<file path="src/rtl/counter_ctrl_if.sv">
// Requester-side and counter-side signals of counter_ctrl; slave = controller, master = environment.
// abort/aborted exist only when COUNTER_CTRL_ABORT_EN is defined.
interface counter_ctrl_if #(
  parameter int DATA_WIDTH = 8,
  parameter int NUM_REQ    = 4,
  parameter int LEN_WIDTH  = 8
);
  logic [NUM_REQ-1:0]            req;
  logic [NUM_REQ*DATA_WIDTH-1:0] req_start;
  logic [NUM_REQ*LEN_WIDTH-1:0]  req_len;
  logic [NUM_REQ-1:0]            gnt;
  logic [NUM_REQ-1:0]            done;
  logic [DATA_WIDTH-1:0]         result;
  logic                          busy;
  logic                          cnt_load;
  logic                          cnt_enable;
  logic [DATA_WIDTH-1:0]         cnt_data;
  logic [DATA_WIDTH-1:0]         cnt_count;
`ifdef COUNTER_CTRL_ABORT_EN
  logic                          abort;
  logic                          aborted;

  modport slave (
    input  req, req_start, req_len, cnt_count, abort,
    output gnt, done, result, busy, cnt_load, cnt_enable, cnt_data, aborted
  );
  modport master (
    output req, req_start, req_len, cnt_count, abort,
    input  gnt, done, result, busy, cnt_load, cnt_enable, cnt_data, aborted
  );
`else
  modport slave (
    input  req, req_start, req_len, cnt_count,
    output gnt, done, result, busy, cnt_load, cnt_enable, cnt_data
  );
  modport master (
    output req, req_start, req_len, cnt_count,
    input  gnt, done, result, busy, cnt_load, cnt_enable, cnt_data
  );
`endif
endinterface

</file>
<file path="src/rtl/counter_ctrl.sv">
// Round-robin job sequencer sharing one loadable up-counter; optional abort via COUNTER_CTRL_ABORT_EN.
// Grant 1 cycle after req, done/result len+3 cycles after req; req is a level held until done.
module counter_ctrl #(
  parameter int DATA_WIDTH = 8,
  parameter int NUM_REQ    = 4,
  parameter int LEN_WIDTH  = 8
) (
  input  logic          clk,
  input  logic          rstN,
  counter_ctrl_if.slave bus
);
  localparam int IDX_W = $clog2(NUM_REQ);

  typedef enum logic [1:0] {IDLE, LOAD, RUN, DONE} state_t;

  state_t                 state_q;
  logic [NUM_REQ-1:0]     gnt_q;
  logic [NUM_REQ-1:0]     done_q;
  logic [DATA_WIDTH-1:0]  result_q;
  logic [DATA_WIDTH-1:0]  start_q;
  logic [LEN_WIDTH-1:0]   len_q;
  logic [LEN_WIDTH-1:0]   rem_q;
  logic [IDX_W-1:0]       last_q;

  logic                   pick_vld_d;
  logic [IDX_W-1:0]       pick_idx_d;
  logic [DATA_WIDTH-1:0]  pick_start_d;
  logic [LEN_WIDTH-1:0]   pick_len_d;
  logic                   abort_req;

`ifdef COUNTER_CTRL_ABORT_EN
  logic abt_q;
  logic aborted_q;
  assign abort_req   = bus.abort;
  assign bus.aborted = aborted_q;
`else
  assign abort_req = 1'b0;
`endif

  function automatic logic [IDX_W-1:0] rr_idx(input logic [IDX_W-1:0] base, input int off);
    return IDX_W'((int'(base) + off) % NUM_REQ);
  endfunction

  // Scan downwards so the candidate closest after the last owner wins.
  always_comb begin
    pick_vld_d = 1'b0;
    pick_idx_d = '0;
    for (int k = NUM_REQ; k >= 1; k--) begin
      if (bus.req[rr_idx(last_q, k)]) begin
        pick_vld_d = 1'b1;
        pick_idx_d = rr_idx(last_q, k);
      end
    end
  end

  always_comb begin
    pick_start_d = '0;
    pick_len_d   = '0;
    for (int i = 0; i < NUM_REQ; i++) begin
      if (pick_idx_d == IDX_W'(i)) begin
        pick_start_d = bus.req_start[i*DATA_WIDTH +: DATA_WIDTH];
        pick_len_d   = bus.req_len[i*LEN_WIDTH +: LEN_WIDTH];
      end
    end
  end

  always_ff @(posedge clk or negedge rstN) begin
    if (!rstN) begin
      state_q   <= IDLE;
      gnt_q     <= '0;
      done_q    <= '0;
      result_q  <= '0;
      start_q   <= '0;
      len_q     <= '0;
      rem_q     <= '0;
      last_q    <= IDX_W'(NUM_REQ - 1);
`ifdef COUNTER_CTRL_ABORT_EN
      abt_q     <= 1'b0;
      aborted_q <= 1'b0;
`endif
    end else begin
      done_q    <= '0;
`ifdef COUNTER_CTRL_ABORT_EN
      aborted_q <= 1'b0;
`endif
      case (state_q)
        IDLE: begin
          if (pick_vld_d) begin
            gnt_q   <= NUM_REQ'(1) << pick_idx_d;
            start_q <= pick_start_d;
            len_q   <= pick_len_d;
            last_q  <= pick_idx_d;
            state_q <= LOAD;
`ifdef COUNTER_CTRL_ABORT_EN
            abt_q   <= 1'b0;
`endif
          end
        end
        LOAD: begin
          rem_q   <= len_q;
          state_q <= (len_q == '0 || abort_req) ? DONE : RUN;
`ifdef COUNTER_CTRL_ABORT_EN
          abt_q   <= abort_req;
`endif
        end
        RUN: begin
          rem_q <= rem_q - LEN_WIDTH'(1);
          if (rem_q == LEN_WIDTH'(1) || abort_req) begin
            state_q <= DONE;
          end
`ifdef COUNTER_CTRL_ABORT_EN
          abt_q <= abort_req;
`endif
        end
        DONE: begin
          result_q  <= bus.cnt_count;
          done_q    <= gnt_q;
          gnt_q     <= '0;
          state_q   <= IDLE;
`ifdef COUNTER_CTRL_ABORT_EN
          aborted_q <= abt_q;
`endif
        end
        default: state_q <= IDLE;
      endcase
    end
  end

  assign bus.gnt        = gnt_q;
  assign bus.done       = done_q;
  assign bus.result     = result_q;
  assign bus.busy       = (state_q != IDLE);
  assign bus.cnt_load   = (state_q == LOAD);
  assign bus.cnt_enable = (state_q == LOAD) || (state_q == RUN);
  assign bus.cnt_data   = (state_q == LOAD) ? start_q : '0;
endmodule

</file>
<file path="src/flat_wrapper.sv">
// flat-port wrapper written by rule: the top's interface ports become plain ports
module counter_ctrl_flat 
#(
  parameter int DATA_WIDTH = 8,
  parameter int NUM_REQ    = 4,
  parameter int LEN_WIDTH  = 8
)
  (clk, rstN, bus_req, bus_req_start, bus_req_len, bus_cnt_count, bus_gnt, bus_done, bus_result, bus_busy, bus_cnt_load, bus_cnt_enable, bus_cnt_data);
  counter_ctrl_if #(.DATA_WIDTH(DATA_WIDTH), .NUM_REQ(NUM_REQ), .LEN_WIDTH(LEN_WIDTH)) bus_i ();
  input  logic clk;
  input  logic rstN;
  input wire logic [$bits(bus_i.req)-1:0] bus_req;
  input wire logic [$bits(bus_i.req_start)-1:0] bus_req_start;
  input wire logic [$bits(bus_i.req_len)-1:0] bus_req_len;
  input wire logic [$bits(bus_i.cnt_count)-1:0] bus_cnt_count;
  output wire logic [$bits(bus_i.gnt)-1:0] bus_gnt;
  output wire logic [$bits(bus_i.done)-1:0] bus_done;
  output wire logic [$bits(bus_i.result)-1:0] bus_result;
  output wire logic [$bits(bus_i.busy)-1:0] bus_busy;
  output wire logic [$bits(bus_i.cnt_load)-1:0] bus_cnt_load;
  output wire logic [$bits(bus_i.cnt_enable)-1:0] bus_cnt_enable;
  output wire logic [$bits(bus_i.cnt_data)-1:0] bus_cnt_data;
  assign bus_i.req = bus_req;
  assign bus_i.req_start = bus_req_start;
  assign bus_i.req_len = bus_req_len;
  assign bus_i.cnt_count = bus_cnt_count;
  assign bus_gnt = bus_i.gnt;
  assign bus_done = bus_i.done;
  assign bus_result = bus_i.result;
  assign bus_busy = bus_i.busy;
  assign bus_cnt_load = bus_i.cnt_load;
  assign bus_cnt_enable = bus_i.cnt_enable;
  assign bus_cnt_data = bus_i.cnt_data;
  counter_ctrl #(.DATA_WIDTH(DATA_WIDTH), .NUM_REQ(NUM_REQ), .LEN_WIDTH(LEN_WIDTH)) u_core (.clk(clk), .rstN(rstN), .bus(bus_i));
endmodule
</file>
<file path="config.mk">
export PLATFORM = sky130hd
export DESIGN_NAME = counter_ctrl_flat
export DESIGN_NICKNAME = d
export VERILOG_FILES = /design/src/rtl/counter_ctrl_if.sv /design/src/rtl/counter_ctrl.sv /design/src/flat_wrapper.sv
export SDC_FILE = /design/constraint.sdc
export NUM_CORES = 1
export LEC_CHECK = 0
export CAP_MARGIN = 20
export CORE_MARGIN = 1.5
export CORE_UTILIZATION = 43
export DETAILED_ROUTE_END_ITERATION = 8
export PLACE_DENSITY = 0.85
export SETUP_SLACK_MARGIN = 0.05
export SLEW_MARGIN = 20
export SYNTH_ARGS = -nofsm -noshare
export SYNTH_HDL_FRONTEND = slang
export SYNTH_SLANG_ARGS = --single-unit
</file>
<file path="constraint.sdc">
create_clock -name clk -period 2.1 [get_ports clk]
set_input_delay 0.42 -clock clk [delete_from_list [all_inputs] [get_ports clk]]
set_output_delay 0.42 -clock clk [all_outputs]
set_load 0.02 [all_outputs]
</file>
# Yosys cells after proc, flatten, opt, wreduce, memory -nomap -nowiden
# Index checks and enable logic that the tools add are counted.
dict set report word_totals {
  regBits 44
}
dict set report op_classes {
  muxes 33
  addsub 5
  reduce_logical 10
  n_lt_le_gt_ge 4
  eq_ne 9
  shifts 1
}
# op n
set ops {}
lappend ops {{2-to-1 mux 8 bit} 9}
lappend ops {{case mux 8 bit (2 select lines)} 1}
lappend ops {{less-than comparator 2 x 3 -> 1 bit, second input constant} 4}
lappend ops {{2-to-1 mux 2 bit} 6}
lappend ops {{2-to-1 mux 1 bit} 9}
lappend ops {{binary-select mux 1 bit (select 2 bit)} 4}
lappend ops {{equality test 2 bit, second input constant} 4}
lappend ops {{equality test 8 x 1 -> 1 bit, second input constant} 1}
lappend ops {{logical NOT 8 bit} 1}
lappend ops {{2-to-1 mux 4 bit} 2}
lappend ops {{case mux 2 bit (4 select lines)} 1}
lappend ops {{case mux 4 bit (2 select lines)} 1}
lappend ops {{subtractor 8 x 1 -> 8 bit, second input constant} 1}
lappend ops {{AND reduction 2 bit} 3}
lappend ops {{nonzero test 2 bit} 3}
lappend ops {{adder 2 x 1 -> 2 bit, second input constant} 2}
lappend ops {{adder 2 bit, second input constant} 2}
lappend ops {{equality test 2 x 1 -> 1 bit, second input constant} 2}
lappend ops {{logical NOT 2 bit} 2}
lappend ops {{inequality test 2 x 1 -> 1 bit, second input constant} 2}
lappend ops {{left shift 1 x 2 -> 4 bit, first input constant} 1}
lappend ops {{logical OR 1 bit} 1}

# Longest topological paths before layout
dict set report depth {
  word_depth 12
  ltp_mapped 8
}

# Worst setup path after synthesis
# OpenSTA, ideal clock, no wires.
dict set report synth_timing {
  path_type {reg2reg}
  startpoint {register u_core.state_q[0]}
  endpoint {register u_core.len_q[0]}
  path_stages_with_launch 9
  n_path_buf 2
  required_time_ps 2010
  arrival_ps 1687
  setup_slack_ps 323
  path_cell_list {dfrtp_1 > inv_1 > ha_1 > inv_1 > a21o_1 > a211o_1 > buf_2 > buf_2 > o221ai_1}
}
dict set report synth_via {
  elab_chain_len 2
}
# element line
set synth_lines {}
lappend synth_lines {{from (decl)} counter_ctrl.sv:16} ;# state_t state_q;
lappend synth_lines {{from (signal assigned)} counter_ctrl.sv:101} ;# state_q <= (len_q == '0 || abort_req) ? DONE : RUN;
lappend synth_lines {{logical NOT 2 bit} counter_ctrl.sv:86} ;# case (state_q)
lappend synth_lines {{AND reduction 2 bit (no line)} --}
lappend synth_lines {{to (signal assigned)} counter_ctrl.sv:91} ;# len_q <= pick_len_d;
lappend synth_lines {{to (decl)} counter_ctrl.sv:21} ;# logic [LEN_WIDTH-1:0] len_q;
# No other way between the ends.
# A chain may end at the register's enable or synchronous reset.

# Final worst setup path
dict set report layout_timing {
  startpoint {input port bus_req[3]}
  endpoint {register u_core.len_q[5]}
}
dict set report layout_via {
  elab_chain_len 11
  word_cells_on_any_way 25
}
# element line
set layout_lines {}
lappend layout_lines {{from (decl)} flat_wrapper.sv:12} ;# input wire logic [$bits(bus_i.req)-1:0] bus_req;
lappend layout_lines {{binary-select mux 1 bit (select 2 bit)} counter_ctrl.sv:49} ;# if (bus.req[rr_idx(last_q, k)]) begin
lappend layout_lines {{2-to-1 mux 1 bit (implied by the code)} counter_ctrl.sv:49}
lappend layout_lines {{2-to-1 mux 2 bit (4 in a row)} counter_ctrl.sv:49}
lappend layout_lines {{logical NOT 2 bit} counter_ctrl.sv:60} ;# if (pick_idx_d == IDX_W'(i)) begin
lappend layout_lines {{2-to-1 mux 8 bit (4 in a row)} counter_ctrl.sv:60}
# Several ways; a longest one is shown, not always the timed one. The select of a mux whose other input is x is not followed.

==> run metrics <==
routability-driven placement congestion ratio=0.821; IO Pins=105; yosys synthesis warning count=0; starting density of the core=45.2%; Slew HR=63.1%; leakage=1.70 nW; Clock Latency Late Sink=0.31 ns; post-route antenna net violation count=0; sequential area share after synthesis=43.8%; initial antenna violation count=0; Post-DP HPWL=4950 um; crit path kind=input port to register; die width=79.6 um; final design area excluding fillers=3800 um2; worst slack, placed=-0.259 ns; syn_nets=325; GRT Total Usage=21.5%; clk sink count=44; FP Rows=27; final period utilization=93.9%; worst slew pin tran=0.554 ns; Num CTS Buffers=5; Final setup viols=0; # fillers=448; total gr overflow=0; Max clock buf depth=2; via count=2271; element type at the critical path start=input port; largest net degree at the start of global routing=29; crit path from=bus_req[3]; pwr/cell area=1370 nW/um2; RSZ-0062 raised after global routing=false; synthesized area per cell=10.5 um2; Final Max Slew Viols=0; fmax=0.507 GHz; critical path data arrival time=2.15 ns; chip height=79.6 um; worst hold path type=input port to async pin; TritonRoute pass-1 iters=4; R2R Path Start=u_core.state_q[0]; worst-case vdd ir drop=0.635 mV; setup TNS=0 ns; DP Cell Count=410; Post-Syn Instances=240; I/O Buffers=104; crit end category=register; core area=5570 um2; CTS tree=done; H-Tree Depth=2; nets=432; FF+latch count, synth=44; Post-Route WL=6550 um; global-route wire length before repair=10400 um; FF+latch area=1100 um2; max_cap viols=0; vias in the first global route=2279; crit path time final=1.97 ns; Synth cell types=45; Final WS setup=0.128 ns; Crit Path Max Fanout=14; post-layout util=68.1%; n_diodes=0; Final Skew=0.0110 ns; Worst-path clk slew=0.09 ns; WHS=0.0710 ns; endpoints failing hold=0; die area=6330 um2; share of cells above drive strength 1=11.5%; synthesized area=2520 um2; Worst EP required=2.27 ns; Post-Layout Cell Count=420; root buf cell=clkbuf_8; Post-synth EDFFs=0; DRC=0; vias per cell=5.41; Synth Flop Type=dfrtp_1; placed instance area=3650 um2; WL/cell=15.6 um; Async SR Flop Fraction=100%; outcome=finished clean; area of the multi-input gates=1290 um2; Area growth, synth to finish=50.7%; Design Power=5.19 mW; 1st-iter DRT viols=95
[area by class of cell]
cell class	instances	share of cell area, %
tap	72	2.37
multi-input combinational	173	34.1
inverter	8	0.791
clock inverter	2	0.922
clock buffer	6	1.91
timing repair buffer	115	30.9
sequential	44	29.1
[per-layer routing]
metal | vias to the layer above | global-route usage, % | routed length, um
met5 | - | 0 | 0
met4 | 0 | 8.77 | 107
met3 | 9 | 5.94 | 486
met2 | 104 | 39.5 | 3480
met1 | 1071 | 22.9 | 2480
li1 | 1087 | - | -
[synth_stat cells (3+ instances only)]
library cell | n | area, um2
a22o_1 | 4 | 35.0
o21ai_0 | 8 | 40.0
nor2_1 | 8 | 30.0
mux2_2 | 8 | 90.1
nand3_1 | 4 | 20.0
dfrtp_1 | 42 | 1050
nand2b_1 | 3 | 18.8
nand2_1 | 26 | 97.6
and2_1 | 12 | 75.1
o22ai_1 | 4 | 25.0
nor3_1 | 4 | 20.0
o221ai_1 | 16 | 140
clkbuf_1 | 5 | 18.8
ha_1 | 7 | 87.6
a21oi_1 | 14 | 70.1
inv_1 | 7 | 26.3
buf_2 | 3 | 15.0
mux2i_1 | 34 | 340
[state kept, by name, summed over array words and instances, names as in the netlist]
register           cells
u_core.bus.done        4
u_core.len_q           8
u_core.rem_q           8
u_core.last_q          2
u_core.state_q         2
u_core.bus.result      8
u_core.bus.gnt         4
u_core.start_q         8
[final timing paths]
path,to,slack [ns],cells past startpoint
worst max-delay path,u_core.len_q[5],0.13,8
worst min-delay path,u_core.bus.result[2],0.07,1
worst max register to register,u_core.start_q[1],0.28,7
worst min register to register,u_core.start_q[6],0.48,2
max in group asynchronous,u_core.last_q[1],1.45,2
min in group clk,u_core.start_q[6],0.48,2
[report_power, final]
group          internal [mW]  switching (mW)  total, mW
logic                   1.45            1.51       2.96
clock network          0.353           0.293      0.646
registers               1.27           0.313       1.58
[kinds of logic (layout without fill, tap and decap cells)]
family | after synthesis | in the layout | synth area share (%)
AND/OR/NAND/NOR | 69 | 69 | 13.9
flip-flops | 44 | 44 | 43.8
buffers and inverters | 23 | 131 | 5.66
AO/OA/AOI/OAI | 54 | 54 | 15.5
multiplexers | 43 | 43 | 17.7
adder cells (fa/ha/maj) | 7 | 7 | 3.47
[placed cells by master (no fill, tap or decap), types with 5 or more instances in the layout]
cell type        synthesis  final
a21oi_1                 14     14
inv_1                    7      7
nand2_1                 26     26
mux2i_1                 34     33
dlygate4sd2_1            0     10
ha_1                     7      6
nor2_1                   8      8
dfrtp_1                 42     42
clkbuf_8                 0      5
and2_1                  12     12
mux2_2                   8      8
o21ai_0                  8      8
o221ai_1                16     16
buf_4                    0      6
clkdlybuf4s50_1          0     92
[what timing repair did]
action | 4_1_cts | 5_1_grt
setup buffers | 0 | 1
hold buffers | 0 | 0
hold endpoints to repair | 0 | 0
cloned | 0 | 1
endpoints found under the setup margin | 11 | 13
pin swaps | 0 | 1
resized for setup | 13 | 3
[critical path, cell delays in order]
cell	delay, ns
clkdlybuf4s50_1	0.57
nor2b_2	0.20
o21ai_0	0.10
o211ai_1	0.11
buf_4	0.19
buf_12	0.17
mux2i_2	0.25
o221ai_1	0.15
No activity file was read; power rests on OpenSTA's default activity.
